<file path="config.mk">
export PLATFORM = sky130hd
export DESIGN_NAME = pc_fetch_unit
export DESIGN_NICKNAME = d
export VERILOG_FILES = /design/src/rtl/cpu_pkg.sv /design/src/rtl/pc_fetch_unit_next_pc_sel.sv /design/src/rtl/pc_fetch_unit.sv
export SDC_FILE = /design/constraint.sdc
export NUM_CORES = 1
export LEC_CHECK = 0
export BUFFER_PORTS_ARGS = -buffer_cell sky130_fd_sc_hd__buf_2
export CAP_MARGIN = 20
export CORE_ASPECT_RATIO = 0.8
export CORE_MARGIN = 10
export CORE_UTILIZATION = 47
export DETAILED_ROUTE_END_ITERATION = 8
export HOLD_SLACK_MARGIN = 0.15
export PLACE_DENSITY = 0.82
export SLEW_MARGIN = 20
export SYNTH_ARGS = -nofsm -noshare
export SYNTH_HDL_FRONTEND = slang
export SYNTH_SLANG_ARGS = --single-unit
</file>
<file path="constraint.sdc">
create_clock -name clk -period 2.8 [get_ports clk]
set_input_delay 0.28 -clock clk [delete_from_list [all_inputs] [get_ports clk]]
set_output_delay 0.28 -clock clk [all_outputs]
set_load 0.01 [all_outputs]
</file>
<file path="src/rtl/cpu_pkg.sv">
// Shared ISA constants and fetch-state encoding for the core front end.
package cpu_pkg;

  // Instruction field positions: fun[15:12] rd[11:9] rt[8:6] rs[5:3] op[2:0], jaddr[15:3]
  localparam int OPC_W     = 3;
  localparam int FUN_MSB   = 15;
  localparam int FUN_LSB   = 12;
  localparam int RD_MSB    = 11;
  localparam int RD_LSB    = 9;
  localparam int RT_MSB    = 8;
  localparam int RT_LSB    = 6;
  localparam int RS_MSB    = 5;
  localparam int RS_LSB    = 3;
  localparam int OP_MSB    = 2;
  localparam int OP_LSB    = 0;
  localparam int JADDR_MSB = 15;
  localparam int JADDR_LSB = 3;

  localparam logic [OPC_W-1:0] JUMP_OPC = 3'b011;

  // Byte distance between consecutive instruction words
  localparam logic [15:0] PC_STEP = 16'd4;

  typedef enum logic [1:0] {
    BOOT = 2'd0,
    RUN  = 2'd1,
    HALT = 2'd2
  } fetch_state_e;

  // Absolute jump target: word address from jaddr, always in the lower 32 KB
  function automatic logic [15:0] jump_target(input logic [15:0] instr);
    return {1'b0, instr[JADDR_MSB:JADDR_LSB], 2'b00};
  endfunction

  // Force a byte address onto a word boundary
  function automatic logic [15:0] word_align(input logic [15:0] addr);
    return {addr[15:2], 2'b00};
  endfunction

endpackage

</file>
<file path="src/rtl/pc_fetch_unit_next_pc_sel.sv">
// Combinational next-PC priority mux: redirect > stall > jump > sequential.
// Also flags a self-jump halt request and a misaligned redirect target.
module next_pc_sel
  import cpu_pkg::*;
#(
  parameter logic [2:0] JUMP_OP      = cpu_pkg::JUMP_OPC,
  parameter bit         HALT_ON_SELF = 1'b1
) (
  input  fetch_state_e state,
  input  logic [15:0]  pc,
  input  logic [15:0]  instr,
  input  logic         stall,
  input  logic         redirect,
  input  logic [15:0]  redirect_pc,
  output logic [15:0]  next_pc,
  output logic         halt_req,
  output logic         misalign
);

  // Select the next PC by state and event priority; BOOT always holds
  always_comb begin
    next_pc  = pc;
    halt_req = 1'b0;
    misalign = 1'b0;
    case (state)
      RUN: begin
        if (redirect) begin
          next_pc  = word_align(redirect_pc);
          misalign = |redirect_pc[1:0];
        end else if (stall) begin
          next_pc = pc;
        end else if (instr[OP_MSB:OP_LSB] == JUMP_OP) begin
          if (HALT_ON_SELF && (jump_target(instr) == pc)) begin
            halt_req = 1'b1;
          end else begin
            next_pc = jump_target(instr);
          end
        end else begin
          next_pc = pc + PC_STEP;
        end
      end
      HALT: begin
        if (redirect) begin
          next_pc  = word_align(redirect_pc);
          misalign = |redirect_pc[1:0];
        end
      end
      default: begin
        next_pc = pc;
      end
    endcase
  end

endmodule

</file>
<file path="src/rtl/pc_fetch_unit.sv">
// Program counter and fetch sequencer in front of a combinational instruction
// memory. Holds PC, the BOOT/RUN/HALT FSM, sticky error and fetch counter.
//
// Handshake: valid_o qualifies instr_o/pc_o for one cycle; there is no ready.
// Back-pressure is stall_i (holds PC, drops valid_o); redirect_i squashes the
// current fetch and always takes effect, even together with stall_i.
module pc_fetch_unit
  import cpu_pkg::*;
#(
  parameter logic [15:0] RESET_PC          = 16'h0000,
  parameter int          IMEM_WORDS        = 1024,
  parameter logic [2:0]  JUMP_OPC          = cpu_pkg::JUMP_OPC,
  parameter int          HALT_ON_SELF_JUMP = 1
) (
  input  logic         clk,
  input  logic         rst,
  input  logic [15:0]  imem_rd_i,
  output logic [15:0]  imem_addr_o,
  input  logic         stall_i,
  input  logic         redirect_i,
  input  logic [15:0]  redirect_pc_i,
  output logic [15:0]  instr_o,
  output logic [15:0]  pc_o,
  output logic [15:0]  pc_plus4_o,
  output logic         valid_o,
  output logic         halt_o,
  output logic         err_o,
  output logic [15:0]  fetch_cnt_o,
  output fetch_state_e state_o
);

  localparam logic [31:0] IMEM_LIMIT = IMEM_WORDS;

  fetch_state_e state, state_nxt;
  logic [15:0]  pc, next_pc;
  logic [15:0]  fetch_cnt;
  logic         err;
  logic         halt_req;
  logic         misalign;
  logic         out_of_range;
  logic         valid;

  next_pc_sel #(
    .JUMP_OP      (JUMP_OPC),
    .HALT_ON_SELF (HALT_ON_SELF_JUMP != 0)
  ) u_next_pc_sel (
    .state       (state),
    .pc          (pc),
    .instr       (imem_rd_i),
    .stall       (stall_i),
    .redirect    (redirect_i),
    .redirect_pc (redirect_pc_i),
    .next_pc     (next_pc),
    .halt_req    (halt_req),
    .misalign    (misalign)
  );

  // A fetch is real only in RUN, not stalled and not squashed by a redirect
  assign valid        = (state == RUN) && !stall_i && !redirect_i;
  assign out_of_range = (state == RUN) && ({18'd0, pc[15:2]} >= IMEM_LIMIT);

  // Next-state logic: BOOT lasts one cycle, HALT leaves only on redirect
  always_comb begin
    state_nxt = state;
    case (state)
      BOOT:    state_nxt = RUN;
      RUN:     if (halt_req) state_nxt = HALT;
      HALT:    if (redirect_i) state_nxt = RUN;
      default: state_nxt = BOOT;
    endcase
  end

  // State, PC and sticky error registers
  always_ff @(posedge clk or negedge rst) begin
    if (!rst) begin
      state <= BOOT;
      pc    <= RESET_PC;
      err   <= 1'b0;
    end else begin
      state <= state_nxt;
      pc    <= next_pc;
      err   <= err | misalign | out_of_range;
    end
  end

  // Valid-fetch counter, saturating at all ones
  always_ff @(posedge clk or negedge rst) begin
    if (!rst) begin
      fetch_cnt <= 16'd0;
    end else if (valid && (fetch_cnt != 16'hFFFF)) begin
      fetch_cnt <= fetch_cnt + 16'd1;
    end
  end

  // Zero-latency fetch; instr_o is forced to zero while reset is held
  assign imem_addr_o = pc;
  assign instr_o     = rst ? imem_rd_i : 16'h0000;
  assign pc_o        = pc;
  assign pc_plus4_o  = pc + PC_STEP;
  assign valid_o     = valid;
  assign halt_o      = (state == HALT);
  assign err_o       = err;
  assign fetch_cnt_o = fetch_cnt;
  assign state_o     = state;

endmodule

</file>
### Word-level counts from Yosys, hierarchy flattened

Index checks and enable logic that the tools add are counted.

| cells by class | value |
|---|---|
| $add $sub $neg | 2 |
| magnitude comparators | 1 |
| equal/unequal tests | 9 |
| multiplexer cells | 17 |
| bitwise operators | 2 |
| reductions and logical operators | 12 |

Operator list:

| kind | count |
|---|---|
| 16-bit two-way mux | 6 |
| 16-bit one-hot mux with 2 select lines | 1 |
| 16-bit by 1-bit adder with 16-bit output, second input constant | 1 |
| 16-bit by 3-bit adder with 16-bit output, second input constant | 1 |
| 15-bit by 16-bit == test with 1-bit output | 1 |
| 16-bit inequality test, second input constant | 1 |
| 14-bit by 11-bit greater-or-equal comparator with 1-bit output, second input constant | 1 |
| 1-bit two-way mux | 7 |
| 2-bit one-hot mux with 3 select lines | 1 |
| 1-bit logical AND | 4 |
| 2-bit two-way mux | 2 |
| 2-bit inequality test, second input constant | 2 |
| 4-bit inequality test, second input constant | 1 |
| 4-bit AND reduction | 1 |
| 2-bit OR reduction | 2 |
| 3-bit by 2-bit == test with 1-bit output, second input constant | 1 |
| 3-bit inequality test, second input constant | 1 |
| 2-bit by 1-bit == test with 1-bit output, second input constant | 1 |
| 2-bit == test, second input constant | 1 |
| 1-bit zero test | 2 |
| 2-bit zero test | 1 |
| 1-bit OR | 2 |
| 2-bit AND reduction | 1 |
| 2-bit nonzero test | 1 |

| storage, ports and cells | value |
|---|---|
| flip-flop bits (word level) | 35 |
| output and inout bits | 85 |

### Longest topological paths before layout

Gate-level depths: netlist of the first run.

| depth | value |
|---|---|
| depth in word-level cells | 8 |
| depth in mapped cells | 8 |
| gate-level depth less buffers | 7 |

### Hierarchy

Synthesis of the first run repeated with hierarchy kept, for this count alone.

| unflattened totals | value |
|---|---|
| cells, all modules | 377 |
| area total of the unflattened synthesis | 3101.7 µm² |

By module, submodules not included:

| module | times used | cells an instance | area an instance (µm²) | seq. area each (µm²) |
|---|---|---|---|---|
| pc_fetch_unit | 1 | 170 | 1819.2 | 875.8 |
| next_pc_sel | 1 | 207 | 1282.5 | 0.0 |

### Worst setup path after synthesis of the first run

OpenSTA, ideal clock, no wires.

| path | value |
|---|---|
| path kind | register to register |
| start point | reg pc[5] (netlist: imem_addr_o[5]) |
| end point | reg state[1] (netlist: state_o[1]) |
| data arrival time | 2.071 ns |
| required time | 2.672 ns |
| setup slack | 0.602 ns |
| cell stages (with the launch flop) | 7 |
| buffers on the path | 0 |
| clock period less this slack | 2.198 ns |
| cells stage by stage | dfrtp_1 -> xor2_1 -> or4_4 -> nor4_4 -> nand2_1 -> a21oi_2 -> mux2_1 |

| on the way | value |
|---|---|
| longest elaborated chain between the ends | 8 |

RTL lines:

| item | RTL line | text |
|---|---|---|
| start, declared | pc_fetch_unit.sv:35 | `logic [15:0] pc, next_pc;` |
| start signal, assigned | pc_fetch_unit.sv:81 | `pc <= next_pc;` |
| 15-bit by 16-bit == test with 1-bit output | pc_fetch_unit_next_pc_sel.sv:33 | `if (HALT_ON_SELF && (jump_target(instr) == pc)) begin` |
| 1-bit two-way mux | pc_fetch_unit_next_pc_sel.sv:33 |  |
| 1-bit two-way mux | pc_fetch_unit_next_pc_sel.sv:32 | `end else if (instr[OP_MSB:OP_LSB] == JUMP_OP) begin` |
| 1-bit two-way mux | pc_fetch_unit_next_pc_sel.sv:30 | `end else if (stall) begin` |
| 1-bit two-way mux | pc_fetch_unit_next_pc_sel.sv:27 | `if (redirect) begin` |
| 1-bit two-way mux | pc_fetch_unit_next_pc_sel.sv:25 | `case (state)` |
| 2-bit inequality test (no source line) | - |  |
| 2-bit AND reduction (no source line) | - |  |
| end signal, assigned | pc_fetch_unit.sv:80 | `state <= state_nxt;` |
| end, declared | pc_fetch_unit.sv:34 | `fetch_state_e state, state_nxt;` |

Every way passes these cells.
A chain may end at the register's enable or synchronous reset.

### Worst setup path in the final report of the first run

| path | value |
|---|---|
| start point | reg state[0] (netlist: state_o[0]) |
| end point | reg pc[4] (netlist: imem_addr_o[4]) |

| on the way | value |
|---|---|
| longest elaborated chain between the ends | 3 |
| elaborated cells on any way between the ends | 8 |

RTL lines:

| item | RTL line |
|---|---|
| 2-bit by 1-bit == test with 1-bit output / 2-bit == test (equally long branches) | pc_fetch_unit_next_pc_sel.sv:25 |
| 4-bit inequality test (no source line) (tied with other cells) | - |
| 4-bit AND reduction (no source line) | - |

Several ways; a longest one is shown, not always the timed one.

==> results of run 1 <==
power breakdown:
part / switching (mW) / internal, mW / leakage (nW) / total [mW]
Sequential: 0.287 / 0.635 / 0.404 / 0.922
Clock: 0.171 / 0.172 / 0.0450 / 0.343
Combinational: 1.01 / 0.787 / 1.15 / 1.80
cell type report:
class	count	area, µm²
Tap cell	62	77.6
Multi-Input combinational cell	219	1420
Inverter	9	33.8
Clock inverter	2	10.0
Sequential cell	33	826
Fill cell	464	1960
Timing Repair Buffer	123	641
Clock buffer	6	72.6
metal layers:
layer  routed length (µm)  part of all wire  track usage  vias up
met5                    0                 0            0        -
met2                 3770              0.48        0.293      126
li1                     -                 -            -     1164
met3                  797              0.10       0.0524        7
met4                   61            0.0078       0.0513        0
met1                 3160              0.41        0.219     1150
logic make-up (layout without fill, tap and decap cells):
group / after synthesis / after routing / share of synthesized area
AND/OR/NAND/NOR: 115 / 115 / 0.240
AO/OA/AOI/OAI: 47 / 47 / 0.131
XOR/XNOR: 40 / 40 / 0.143
buffers and inverters: 40 / 140 / 0.0948
flip-flops: 33 / 33 / 0.336
adder cells (fa/ha/maj): 7 / 7 / 0.0357
multiplexers: 4 / 4 / 0.0178
other: 1 / 6 / 0.00153
worst paths after layout:
check                                      start              to
worst max register to register        state_o[0]  imem_addr_o[4]
worst min register to register    fetch_cnt_o[5]  fetch_cnt_o[5]
min in group asynchronous                    rst  fetch_cnt_o[7]
max in group asynchronous                    rst  imem_addr_o[6]
worst min-delay path            redirect_pc_i[6]  imem_addr_o[6]
worst max-delay path                  state_o[0]  imem_addr_o[4]
worst reg2reg max path, stage by stage, from the launching register on:
cell,delay [ns]
dfrtp_1,0.42
inv_1,0.09
ha_1,0.26
nor2b_1,0.19
o41ai_2,0.82
buf_4,0.30
mux2_2,0.34
state kept, by name, summed over array words and instances (netlist names):
| register | cells |
|---|---|
| state_o | 2 |
| err_o | 1 |
| imem_addr_o | 14 |
| fetch_cnt_o | 16 |
timing repair:
item / in CTS / in global routing
hold buffers: 1 / 0
setup endpoints to repair: 0 / 0
gates resized for setup: 0 / 0
hold endpoints to repair: 15 / 0
cells in the final DEF, fill, tap and decap left out, types with 4 or more instances in the layout:
cell,instances
and2_1,17
nand4_1,8
xor2_1,17
and3_1,5
nand3_1,13
nor3_1,4
clkbuf_8,5
o21ai_0,6
nand2_1,21
conb_1,6
buf_2,114
o21ai_1,9
o211ai_1,4
a21oi_1,8
ha_1,7
buf_4,8
inv_1,9
xnor2_1,23
dfrtp_1,33
nor2_1,34
==> impl_metrics.csv, run 1 <==
group,metric,value,unit
outcome,status,"complete, no violations",
worst_hold_path,hp-class,"input port to flop",
final_layout,final_cells,454,
worst_hold_path,hold_depth,3,
die,start_util,0.487,
timing,drv_slew,0,
setup_path,required,2.97,ns
placement,dp.cells,445,
timing,maxSlewHeadroom,0.375,
final_layout,nets,434,
setup_path,rrSetupSlack,0.28,ns
synthesis,synthDistinctLibCells,48,
synthesis,yosys.area.top_type,"dfrtp_1",
timing,setup_ws,0.278,ns
setup_path,cpLargestDelayFamily,"compound AO/OA/AOI/OAI gates",
synthesis,syn_inst,287,
synthesis,ys_ff_latch,33,
setup_path,crit_arrival,2.69,ns
synthesis,ys_warn_count,0,
timing,finClkSkew,0.00160,ns
routing,first_iter_violations,109,
routing,vias_per_cell,5.39,
pwr,p_leak,1.59,nW
final_layout,drive_gt1_frac,0.347,
setup_path,critPathLaunchType,"flop",
clocking,clkSinkCount,33,
final_layout,final_core_util,0.611,
job,drv_cap,0,
grt,grt_pass1_vias,2448,
die,die_area,8530,µm²
synthesis,post_synth.cell_area_avg,8.55,µm²
clocking,clk_path_buf_depth,2,
setup_path,critPathKind,"flop to flop",
clocking,postCtsSetupRepairBufs,0,
synthesis,yosys-top-cells-count,"34 x nor2_1, 33 x dfrtp_1, 23 x xnor2_1",
setup_path,cp_num_cells,6,
synthesis,ys_seq_area_frac,0.336,
grt,grt_pass1_wl,12500,µm
routing,drc_errors,0,
synthesis,synth_top_cells_by_area,"dfrtp_1 34%, xnor2_1 8.2%, buf_4 6.1%",
grt,grt_usage,0.178,
placement,detailed_place.area,2980,µm²
synthesis,synth_area,2450,µm²
setup_path,reg2reg_depth,6,
setup_path,cp_slowest_cell,"o41ai_2",
timing,final.period_utilization,0.901,
routing,antenna_left,0,
pwr,power.density,997,nW/µm²
timing,clock.fmax,0.397,GHz
die,fp.dieH,84.6,µm
routing,wl_per_cell,17.2,µm
final_layout,synthToLayoutAreaGrowth,25.3,%
placement,dp_hpwl,6260,µm
setup_path,path_buf_inv,2,
timing,fin_tns_setup,0,ns
clocking,clk_pin_slew,0.07,ns
placement,io_buffers,114,
clocking,htree_levels,2,
setup_path,worst_path_largest_cell_delay,0.82,ns
clocking,root_buffer,"clkbuf_8",
timing,rsz0062_at_grt,"false",
die,row_count,23,
pwr,ir_worst_vdd,0.552,mV
synthesis,synth_edf_count,0,
routing,drt_wl_total,7790,µm
timing,worst_pin_slew,0.928,ns
routing,first_pass_iters,4,
final_layout,antenna_cells,0,
die,pin_count,121,
synthesis,synth_top_area_frac,0.336,
setup_path,cp_cell_sequence,"inv_1, ha_1, nor2b_1, o41ai_2, buf_4, mux2_2",
synthesis,synthArstFlopShare,1.00,
timing,post-route-min-period,2.52,ns
timing,setup_viol,0,
grt,grt_max_degree,34,
setup_path,critPathCaptureType,"flop",
clocking,cts-buffers-inserted,5,
timing,hold_slack,0.255,ns
die,core_area,5040,µm²
clocking,worstSkewPairLatency,0.28,ns
placement,place_congestion,0.889,
setup_path,cp_max_fo,10,
pwr,power,3.07,mW
synthesis,synthMostInstantiatedCell,"nor2_1",
routing,via_count,2447,
clocking,cts_tree,"done",
die,die_width,101,µm
grt,antenna_found_initial,0,
synthesis,synthFlopType,"dfrtp_1",
timing,finalHoldViolCount,0,
final_layout,fin_area,3080,µm²
placement,pre_cts_ws,0.350,ns
grt,overflow,0,
No activity file was read; power rests on OpenSTA's default activity.
==> inputs of run 2 (changes only) <==
clock period = 2.7 ns   (was 2.8 ns; I/O delays follow)
==> run 2 against run 1 <==
Effect of this change: flip-flop and latch count unchanged; critical path depth unchanged; global-route usage down 0.33 points; critical path type is now flop to output port; largest cell class unchanged; largest power group unchanged; highest routed layer unchanged.
==> impl_metrics.csv, run 2 (synthesized netlist as in run 1, its figures left out) <==
group,metric,value,unit
clocking,postCtsSetupRepairBufs,0,
clocking,cts_tree,"done",
pwr,ir_worst_vdd,0.746,mV
pwr,p_int,1.64,mW
die,start_util,0.487,
timing,finalHoldViolCount,0,
placement,detailed_place.area,2980,µm²
pwr,p_leak,1.59,nW
grt,overflow,0,
grt,grt_pass1_vias,2416,
grt,grt_usage,0.175,
worst_hold_path,hp-class,"input port to flop",
final_layout,most-common-layout-cells,"114 x buf_2, 34 x nor2_1, 33 x dfrtp_1, 23 x xnor2_1, 21 x nand2_1",
clocking,cts_resized,0,
grt,grt_max_degree,30,
routing,drt_wl_total,7650,µm
final_layout,fin_area,3080,µm²
worst_hold_path,hold_depth,3,
timing,worst_pin_slew,0.558,ns
placement,place_congestion,0.852,
clocking,clkSinkCount,33,
die,die_width,101,µm
final_layout,antenna_cells,0,
final_layout,nets,434,
setup_path,worst_path_largest_cell_delay,0.49,ns
outcome,status,"complete, no violations",
pwr,swShare,0.478,
final_layout,synthToLayoutAreaGrowth,25.3,%
placement,io_buffers,114,
die,row_count,23,
die,pin_count,121,
timing,maxSlewHeadroom,0.628,
grt,antenna_found_initial,0,
routing,first_pass_iters,4,
setup_path,cp_max_fo,8,
final_layout,final_core_util,0.611,
final_layout,largest_register_ffs,16,
timing,clock.fmax,0.418,GHz
setup_path,cp_slowest_cell,"dfrtp_1",
timing,final.period_utilization,0.887,
timing,fin_tns_setup,0,ns
pwr,power.density,1020,nW/µm²
pwr,power_frac_seq,0.307,
setup_path,required,2.43,ns
clocking,clk_path_buf_depth,2,
pwr,p_comb_frac,0.579,
setup_path,cp_cell_sequence,"ha_1, nand3_1, nor3_1, nand2_1, xnor2_1, buf_2",
timing,rsz0062_at_grt,"false",
die,fp.dieH,84.6,µm
setup_path,critPathLaunchType,"flop",
pwr,power_switching,1.50,mW
routing,wl_per_cell,16.9,µm
job,drv_cap,0,
setup_path,reg2reg_depth,6,
timing,hold_slack,0.239,ns
setup_path,crit_arrival,2.12,ns
setup_path,critPathKind,"flop to output port",
timing,finClkSkew,0.00800,ns
final_layout,final_common_cell,"buf_2",
routing,via_count,2397,
final_layout,drive_gt1_frac,0.347,
setup_path,rrSetupSlack,0.39,ns
clocking,cts_hold_buf,1,
setup_path,critPathCaptureType,"output port",
routing,antenna_left,0,
routing,vias_per_cell,5.28,
clocking,root_buffer,"clkbuf_8",
clocking,worstSkewPairLatency,0.28,ns
pwr,clkPwrFrac,0.114,
grt,grt_pass1_wl,12400,µm
routing,first_iter_violations,122,
clocking,clk_pin_slew,0.06,ns
timing,post-route-min-period,2.39,ns
timing,drv_slew,0,
routing,drc_errors,0,
timing,setup_viol,0,
placement,dp_hpwl,6130,µm
die,die_area,8530,µm²
clocking,cts-buffers-inserted,5,
die,core_area,5040,µm²
clocking,htree_levels,2,
==> run 2: metal layers <==
| layer | share of wire | vias up | track usage |
|---|---|---|---|
| met3 | 0.12 | 7 | 0.0647 |
| met5 | 0 | - | 0 |
| li1 | - | 1168 | - |
| met1 | 0.41 | 1106 | 0.219 |
| met4 | 0.0086 | 0 | 0.0474 |
| met2 | 0.46 | 116 | 0.274 |
==> run 2: worst max-delay path, delay by kind of cell (launching register included) <==
family                     cells  cell delay (ns)
DFF                            1             0.49
xor gates and xnor gates       1             0.16
and+or+nand+nor                3             0.80
adders and majority gates      1             0.24
buffers and inverters          1             0.16
==> run 2: stage by stage <==
stage / power (mW) / setup WS (ns) / instances
2_1_floorplan: 2.23 / 0.502 / 292
3_3_place_gp: 2.76 / 0.461 / 445
3_5_place_dp: 2.80 / 0.399 / 445
4_1_cts: 3.17 / 0.300 / 454
5_1_grt: 3.42 / 0.0403 / 454
6_report: 3.15 / 0.305 / 454
==> run 2: final timing paths <==
path | from | to
worst max-delay path | imem_addr_o[3] | pc_plus4_o[12]
worst min-delay path | redirect_pc_i[6] | imem_addr_o[6]
worst max register to register | imem_addr_o[5] | state_o[1]
worst min register to register | err_o | err_o
max in group asynchronous | rst | state_o[0]
min in group asynchronous | rst | fetch_cnt_o[7]
==> run 2: power by group through the flow <==
stage | sequential (mW) | combinational, mW | clock (mW)
5_1_grt | 1.01 | 2.03 | 0.386
3_5_place_dp | 0.968 | 1.83 | 0
4_1_cts | 0.960 | 1.84 | 0.369
2_1_floorplan | 0.933 | 1.30 | 0
6_report | 0.965 | 1.82 | 0.359
3_3_place_gp | 0.953 | 1.81 | 0
==> run 2: area by class of cell <==
type	instances	area, µm²
fill	463	1960
multi-input combinational	219	1420
sequential	33	826
timing repair buffer	123	641
tap	62	77.6
clock buffer	6	72.6
inverter	9	33.8
clock inverter	2	10.0
==> inputs of run 3 (changes only) <==
CORE_UTILIZATION = 50   (was 47)
PLACE_DENSITY = 0.86   (was 0.82)
clock period = 2.9 ns   (was 2.7 ns; I/O delays follow)
==> run 3 against run 2 <==
Effect of this change: combinational power fell by 7%; first-iteration DRC count grew 5.7%; sequential share of layout area grew 0.25 points; register-to-register slack improved by 0.15 ns; global-route usage grew 0.84 points; core utilization grew 4.0 points; flip-flop and latch count did not move.
==> impl_metrics.csv, run 3 (synthesized netlist as in run 1, its figures left out) <==
group,metric,value,unit
routing,wl_per_cell,16.8,µm
clocking,clk_path_buf_depth,2,
timing,hold_slack,0.249,ns
final_layout,nets,430,
pwr,ir_worst_vdd,0.467,mV
timing,maxSlewHeadroom,0.575,
setup_path,cp_max_fo,8,
routing,drc_errors,0,
setup_path,critPathLaunchType,"flop",
final_layout,antenna_cells,0,
routing,first_pass_iters,4,
timing,post-route-min-period,2.49,ns
clocking,clk_pin_slew,0.08,ns
clocking,worstSkewPairLatency,0.29,ns
final_layout,synthToLayoutAreaGrowth,24.1,%
grt,grt_max_degree,37,
clocking,cts_tree,"done",
placement,pre_cts_ws,0.564,ns
timing,rsz0062_at_grt,"false",
clocking,clkSinkCount,33,
timing,finalHoldViolCount,0,
timing,final.period_utilization,0.857,
outcome,status,"complete, no violations",
timing,worst_pin_slew,0.638,ns
routing,first_iter_violations,129,
die,row_count,22,
routing,drt_wl_total,7530,µm
setup_path,required,2.61,ns
clocking,postCtsSetupRepairBufs,0,
setup_path,crit_arrival,2.20,ns
timing,setup_viol,0,
die,start_util,0.525,
clocking,root_buffer,"clkbuf_8",
pwr,power.density,968,nW/µm²
placement,place_congestion,0.903,
die,pin_count,121,
routing,vias_per_cell,5.34,
timing,drv_slew,0,
final_layout,most-common-layout-cells,"114 x buf_2, 34 x nor2_1, 33 x dfrtp_1, 23 x xnor2_1, 21 x nand2_1",
grt,grt_pass1_wl,12300,µm
final_layout,drive_gt1_frac,0.343,
clocking,cts-buffers-inserted,5,
clocking,htree_levels,2,
grt,overflow,0,
final_layout,final_cells,448,
job,drv_cap,0,
grt,grt_usage,0.183,
timing,fin_tns_setup,0,ns
die,die_width,98.3,µm
placement,dp.cells,439,
final_layout,final_common_cell,"buf_2",
placement,io_buffers,114,
pwr,power,2.95,mW
pwr,p_leak,1.57,nW
worst_hold_path,hp-class,"input port to flop",
grt,antenna_found_initial,0,
die,fp.dieH,82.7,µm
routing,via_count,2394,
routing,antenna_left,0,
placement,dp_hpwl,5890,µm
grt,grt_pass1_vias,2443,
die,die_area,8130,µm²
final_layout,largest_register_ffs,16,
timing,finClkSkew,0.00644,ns
timing,clock.fmax,0.402,GHz
setup_path,critPathCaptureType,"output port",
timing,setup_ws,0.415,ns
setup_path,critPathKind,"flop to output port",
die,core_area,4680,µm²
[run 3: changes by cell type in the layout (fill, tap and decap cells not counted)]
cell        change
clkinvlp_4      +1
buf_4           -4
clkbuf_1        -1
[run 3: worst paths after layout]
check                                  end             start  slack, ns  cells after the start
min                         imem_addr_o[6]  redirect_pc_i[6]       0.25                      3
min in group asynchronous  imem_addr_o[12]               rst       0.56                      2
max                         pc_plus4_o[14]    imem_addr_o[2]       0.41                      6
min reg2reg                          err_o             err_o       0.48                      1
max reg2reg                     state_o[1]    imem_addr_o[5]       0.54                      6
max in group asynchronous            err_o               rst       1.70                      3
[run 3: cell type report]
| type | count | area (µm²) |
|---|---|---|
| timing repair buffer | 119 | 611 |
| clock inverter | 3 | 17.5 |
| multi-input combinational | 219 | 1420 |
| sequential | 33 | 826 |
| inverter | 9 | 33.8 |
| fill | 404 | 1630 |
| tap | 60 | 75.1 |
| clock buffer | 5 | 68.8 |
[run 3: worst max-delay path: stages (launching register included)]
cell,delay [ns]
dfrtp_1,0.51
ha_1,0.25
nand3_1,0.21
nor3_1,0.44
nand2_1,0.17
xnor2_1,0.17
buf_2,0.16
[run 3: through the flow]
step	cell area, µm²	util
after floorplan	2470	-
after global placement	2950	0.630
after detailed placement	2950	0.630
after CTS	3050	0.651
after global routing	3050	0.651
final	3050	0.651
[run 3: timing repair]
action / in CTS / in global routing
endpoints found under the hold margin: 19 / 0
resized for setup: 0 / 0
hold buffers: 1 / 0
[run 3: routing by layer]
layer | global-route usage | vias up | part of all wire
met4 | 0.0629 | 0 | 0.016
met2 | 0.297 | 101 | 0.46
met1 | 0.218 | 1124 | 0.42
li1 | - | 1157 | -
met5 | 0 | - | 0
met3 | 0.0763 | 12 | 0.10
[run 3: power by group]
part	switching [mW]	internal [mW]	total (mW)	leakage [nW]
clock network	0.183	0.166	0.348	0.0439
registers	0.291	0.613	0.903	0.404
logic	0.951	0.747	1.70	1.13
